<file path="src/rtl/gnn_run_ctrl.sv">
// gnn_run_ctrl: round-robin job controller sharing one GNN inference core.
// Grants one requester per job, drives the operand mux select, holds the
// core's in_ready through RUN, captures the eight result slices (or flags a
// timeout), presents them as a response and enforces an in_ready-low gap
// before the next job can start.
module gnn_run_ctrl #(
    parameter  int N_REQ   = 4,
    parameter  int OUT_W   = 21,
    parameter  int TIMEOUT = 31,
    parameter  int GAP     = 5,
    localparam int IDW     = $clog2(N_REQ)
) (
    input  logic                 clk,
    input  logic                 rst,
    input  logic [N_REQ-1:0]     req,
    output logic [N_REQ-1:0]     gnt,
    output logic [IDW-1:0]       sel,
    output logic                 core_in_ready,
    input  logic [7:0]           core_out_ready,
    input  logic [8*OUT_W-1:0]   core_out,
    output logic                 rsp_valid,
    input  logic                 rsp_ready,
    output logic [IDW-1:0]       rsp_id,
    output logic [8*OUT_W-1:0]   rsp_data,
    output logic                 rsp_err,
    output logic                 busy
);

    // Counter widths: run counter must hold TIMEOUT, gap counter GAP-1.
    localparam int CW = $clog2(TIMEOUT + 1);
    localparam int GW = $clog2(GAP + 1);
    localparam int SW = IDW + 1;
    localparam int DW = 8 * OUT_W;

    localparam logic [CW-1:0]  TIMEOUT_C = CW'(TIMEOUT);
    localparam logic [GW-1:0]  GAP_LOAD  = GW'(GAP - 1);
    localparam logic [IDW-1:0] LAST_IDX  = IDW'(N_REQ - 1);

    typedef enum logic [1:0] {
        S_IDLE = 2'd0,
        S_RUN  = 2'd1,
        S_RESP = 2'd2,
        S_GAP  = 2'd3
    } state_t;

    state_t          state_reg;
    logic [CW-1:0]   run_cnt_reg;
    logic [GW-1:0]   gap_cnt_reg;
    logic [IDW-1:0]  rr_ptr_reg;

    // ------------------------------------------------------------------
    // Round-robin search. Candidate gi is the requester at distance gi
    // above rr_ptr (with wrap); the lowest distance with a request wins.
    // ------------------------------------------------------------------
    logic [IDW-1:0]   cand_idx [N_REQ];
    logic [N_REQ-1:0] cand_hit;
    logic [IDW-1:0]   pick_idx;
    logic             pick_any;
    logic [N_REQ-1:0] pick_onehot;
    logic [IDW-1:0]   rr_ptr_next;

    generate
        for (genvar gi = 0; gi < N_REQ; gi++) begin : g_cand
            logic [SW-1:0] sum;
            assign sum           = {1'b0, rr_ptr_reg} + SW'(gi);
            assign cand_idx[gi]  = (sum >= SW'(N_REQ)) ? IDW'(sum - SW'(N_REQ))
                                                       : sum[IDW-1:0];
            assign cand_hit[gi]  = req[cand_idx[gi]];
        end
    endgenerate

    // Priority pick: walk from the farthest candidate down so the nearest wins.
    always_comb begin
        pick_idx = '0;
        for (int i = N_REQ - 1; i >= 0; i--) begin
            if (cand_hit[i]) begin
                pick_idx = cand_idx[i];
            end
        end
    end

    assign pick_any    = |req;
    assign rr_ptr_next = (pick_idx == LAST_IDX) ? '0 : pick_idx + IDW'(1);

    generate
        for (genvar gi = 0; gi < N_REQ; gi++) begin : g_onehot
            assign pick_onehot[gi] = (pick_idx == IDW'(gi));
        end
    endgenerate

    // ------------------------------------------------------------------
    // Completion: flags from the first RUN cycle belong to the previous
    // job, so they only count once the counter has left zero.
    // ------------------------------------------------------------------
    logic run_done;
    logic run_timeout;

    assign run_done    = (core_out_ready == 8'hFF) && (run_cnt_reg != '0);
    assign run_timeout = (run_cnt_reg == TIMEOUT_C);

    // Job FSM with all outputs registered; reset drops everything at once.
    always_ff @(posedge clk or posedge rst) begin
        if (rst) begin
            state_reg     <= S_IDLE;
            run_cnt_reg   <= '0;
            gap_cnt_reg   <= '0;
            rr_ptr_reg    <= '0;
            gnt           <= '0;
            sel           <= '0;
            core_in_ready <= 1'b0;
            rsp_valid     <= 1'b0;
            rsp_id        <= '0;
            rsp_data      <= '0;
            rsp_err       <= 1'b0;
            busy          <= 1'b0;
        end else begin
            case (state_reg)
                S_IDLE: begin
                    if (pick_any) begin
                        gnt           <= pick_onehot;
                        sel           <= pick_idx;
                        rsp_id        <= pick_idx;
                        rr_ptr_reg    <= rr_ptr_next;
                        run_cnt_reg   <= '0;
                        core_in_ready <= 1'b1;
                        busy          <= 1'b1;
                        state_reg     <= S_RUN;
                    end
                end

                S_RUN: begin
                    if (run_done) begin
                        // Completion has priority over a coincident timeout.
                        rsp_data      <= core_out;
                        rsp_err       <= 1'b0;
                        core_in_ready <= 1'b0;
                        rsp_valid     <= 1'b1;
                        state_reg     <= S_RESP;
                    end else if (run_timeout) begin
                        rsp_data      <= {DW{1'b0}};
                        rsp_err       <= 1'b1;
                        core_in_ready <= 1'b0;
                        rsp_valid     <= 1'b1;
                        state_reg     <= S_RESP;
                    end else begin
                        run_cnt_reg   <= run_cnt_reg + CW'(1);
                    end
                end

                S_RESP: begin
                    // Response fields hold until the consumer takes them.
                    if (rsp_ready) begin
                        rsp_valid   <= 1'b0;
                        gnt         <= '0;
                        gap_cnt_reg <= GAP_LOAD;
                        state_reg   <= S_GAP;
                    end
                end

                S_GAP: begin
                    // in_ready stays low for GAP cycles so the core can settle.
                    if (gap_cnt_reg == '0) begin
                        busy      <= 1'b0;
                        state_reg <= S_IDLE;
                    end else begin
                        gap_cnt_reg <= gap_cnt_reg - GW'(1);
                    end
                end

                default: begin
                    state_reg <= S_IDLE;
                end
            endcase
        end
    end

endmodule

</file>
<file path="config.mk">
export PLATFORM = sky130hd
export DESIGN_NAME = gnn_run_ctrl
export DESIGN_NICKNAME = d
export VERILOG_FILES = /design/src/rtl/gnn_run_ctrl.sv
export SDC_FILE = /design/constraint.sdc
export NUM_CORES = 1
export LEC_CHECK = 0
export ABC_AREA = 1
export BUFFER_PORTS_ARGS = -buffer_cell sky130_fd_sc_hd__buf_2
export CORE_AREA = 3 3 132 159
export CTS_BUF_LIST = sky130_fd_sc_hd__clkbuf_8
export DETAILED_ROUTE_END_ITERATION = 8
export DIE_AREA = 0 0 135 162
export GPL_ROUTABILITY_DRIVEN = 0
export PLACE_DENSITY = 0.7
export SLEW_MARGIN = 5
export SYNTH_ARGS = -nofsm -noshare
export SYNTH_HDL_FRONTEND = slang
export SYNTH_SLANG_ARGS = --single-unit
export TNS_END_PERCENT = 50
</file>
<file path="constraint.sdc">
create_clock -name clk -period 8.15 [get_ports clk]
set_input_delay 1.63 -clock clk [delete_from_list [all_inputs] [get_ports clk]]
set_output_delay 1.63 -clock clk [all_outputs]
set_load 0.005 [all_outputs]
</file>
==> results.sh <==
export IMPL_via_per_inst=4.53
export IMPL_drive_gt1_frac=0.317
export IMPL_critical_path_peak_fanout=67
export IMPL_power_internal_w=0.00138
export IMPL_power_leakage_nw=6.44
export IMPL_numCtsBuffers=17
export IMPL_dr_total_vias=6914
export IMPL_worstHoldStart="rsp_data[86]"
export IMPL_core_sq_um=19500
export IMPL_fmax_ghz=0.288
export IMPL_min_period_ns=3.48
export IMPL_grt_pass1_wl_um=34100
export IMPL_setup_violations=0
export IMPL_cp_required_ns=8.55
export IMPL_clk_insertion_delay_late_ns=0.47
export IMPL_crit_arrival_ns=3.87
export IMPL_synth_seq_area_share=0.611
export IMPL_antenna_found_initial=2
export IMPL_status="completed"
export IMPL_area_growth_pct=29.3
export IMPL_skew_ns=0.0227
export IMPL_ctsHoldBuffers=0
export IMPL_maxCapViolCount=0
export IMPL_clk_pin_slew_ns=0.10
export IMPL_wirelength_um=21700
export IMPL_rsz0062_at_grt="no"
export IMPL_ir_drop_mv=0.0943
export IMPL_postCtsSetupRepairBufs=0
export IMPL_dp_hpwl_um=15600
export IMPL_synth_seq_cells=190
export IMPL_instances_no_fill=1525
export IMPL_synthCells=906
export IMPL_syn_cell_area_sq_um=7780
export IMPL_drt_iter0_drc=361
export IMPL_final_cell_mix="nand2_1 (563), buf_2 (362), dfrtp_1 (190)"
export IMPL_fin_nets=1447
export IMPL_slew_headroom=0.256
export IMPL_place_inst=1493
export IMPL_root_buffer="clkbuf_8"
export IMPL_p_sw_frac=0.321
export IMPL_synth_cell_types=21
export IMPL_worstSetupStartpoint="core_out_ready[6]"
export IMPL_ant_nets=0
export IMPL_pwr_share_comb=0.196
export IMPL_drt_pre_antenna_iters=4
export IMPL_final_common_cell="nand2_1"
export IMPL_worst_slew_pin_slew_ns=1.12
export IMPL_startpoint_type="input pin"
export IMPL_io_pins=363
export IMPL_fin_tns_setup_ns=0
export IMPL_cts_tree="yes"
export IMPL_gr_total_overflow=0
export IMPL_reg2reg_from="run_cnt_reg[0]"
export IMPL_post_cts_resized=0
export IMPL_crit_type="input pin to register"
export IMPL_min_path_type="register to register"
export IMPL_die_x_um=135
export IMPL_synth_warnings=0
export IMPL_port_buffers=362
export IMPL_seqPwrFrac=0.509
export IMPL_floorplan_initialDensity=0.398
export IMPL_largest_reg_flops=168
export IMPL_fillers=1865
export IMPL_critPathCaptureType="register"
export IMPL_syn_area_per_cell_sq_um=8.59
export IMPL_htree_num_levels=4
export IMPL_grt_use_total=0.196
export IMPL_grt_max_degree=122
export IMPL_avgRoutedWirePerCell_um=14.2
export IMPL_cts_sinks=190
export IMPL_grt_pass1_vias=6684
export IMPL_die_h_um=162
export IMPL_hold_violations=0
export IMPL_remaining_drc_errors=0
export IMPL_syn_num_nets=1102
export IMPL_p_switching_w=0.000649
export IMPL_cts_buffer_depth=2
export IMPL_die_area_sq_um=21900
export IMPL_post_route_period_util=0.427
export IMPL_clockPowerShare=0.295
export IMPL_drv_slew=0
export IMPL_cellPowerDensity_nw_per_um2=201
export IMPL_rows=56
==> power groups by stage <==
stage	clock network (W)	registers, W	logic (W)
final	0.000598	0.00103	0.000396
after detailed placement	0	0.00105	0.000395
after CTS	0.000623	0.00103	0.000399
after global placement	0	0.00105	0.000385
after global routing	0.000664	0.00104	0.000458
after floorplan	0	0.00104	0.000257
==> cell families (layout without fill, tap and decap cells) <==
family,Yosys count,after routing,share of synthesized area
flops,190,190,0.611
xor+xnor,2,2,0.00225
compound gates,29,29,0.0191
simple gates,604,604,0.297
fa+ha+maj,13,13,0.0209
other cells,0,1,0
buf+inv,68,425,0.0494
==> synthesized netlist by cell type, drive strengths merged <==
cell    number  share of area
nand3b       1        0.00097
a21boi       1        0.00097
and3         1        0.00080
nand4        4         0.0032
xor2         2         0.0023
ha          13          0.021
dfrtp      190           0.61
nor2        21          0.011
inv         28          0.014
a21oi        3         0.0019
o21ai       24          0.015
o22ai        1        0.00080
buf         40          0.036
nand3       14         0.0096
nand2      563           0.27
==> critical path: stages <==
cell     delay, ns
buf_2         0.08
nand2_1       0.04
nor2_1        0.17
nand3_2       0.15
nor2_4        0.82
buf_4         0.69
nand2_1       0.14
nand2_1       0.11
==> routing by layer <==
layer	global-route usage	share of wire	vias up
met5	0	0.0012	-
met4	0.0619	0.021	4
met3	0.0743	0.10	41
met2	0.325	0.47	282
met1	0.237	0.41	3153
li1	-	-	3434
==> per-stage QoR <==
step	instance area (sq um)	total power (W)	utilization	hold slack [ns]	worst slack (ns)
after CTS	10100	0.00205	0.514	0.477	4.66
after global placement	9680	0.00143	0.495	0.448	4.19
after detailed placement	9680	0.00145	0.495	0.453	4.17
after floorplan	7780	0.00130	-	0.457	1.35
final	10100	0.00203	0.515	0.471	4.67
after global routing	10100	0.00216	0.514	0.495	4.43
==> path summary, 6_finish.rpt <==
kind,end,slack (ns),cells after the start
worst max-delay path,rsp_data[14],4.67,8
worst min-delay path,rsp_data[86],0.47,2
worst max register to register,rsp_data[80],5.18,10
worst min register to register,rsp_data[86],0.47,2
max in group asynchronous,rsp_data[101],5.44,3
min in group asynchronous,rsp_data[40],1.27,2
==> area by class of cell <==
type / count / area (sq um) / area share
repair buffers: 366 / 1840 / 0.183
diodes: 1 / 2.50 / 0.000249
inverters: 28 / 115 / 0.0114
flip-flops and latches: 190 / 4750 / 0.473
clock inverters: 13 / 129 / 0.0128
clock buffers: 18 / 248 / 0.0246
well taps: 261 / 327 / 0.0325
multi-input cells: 648 / 2640 / 0.263
Power figures use the tool's default switching activity.
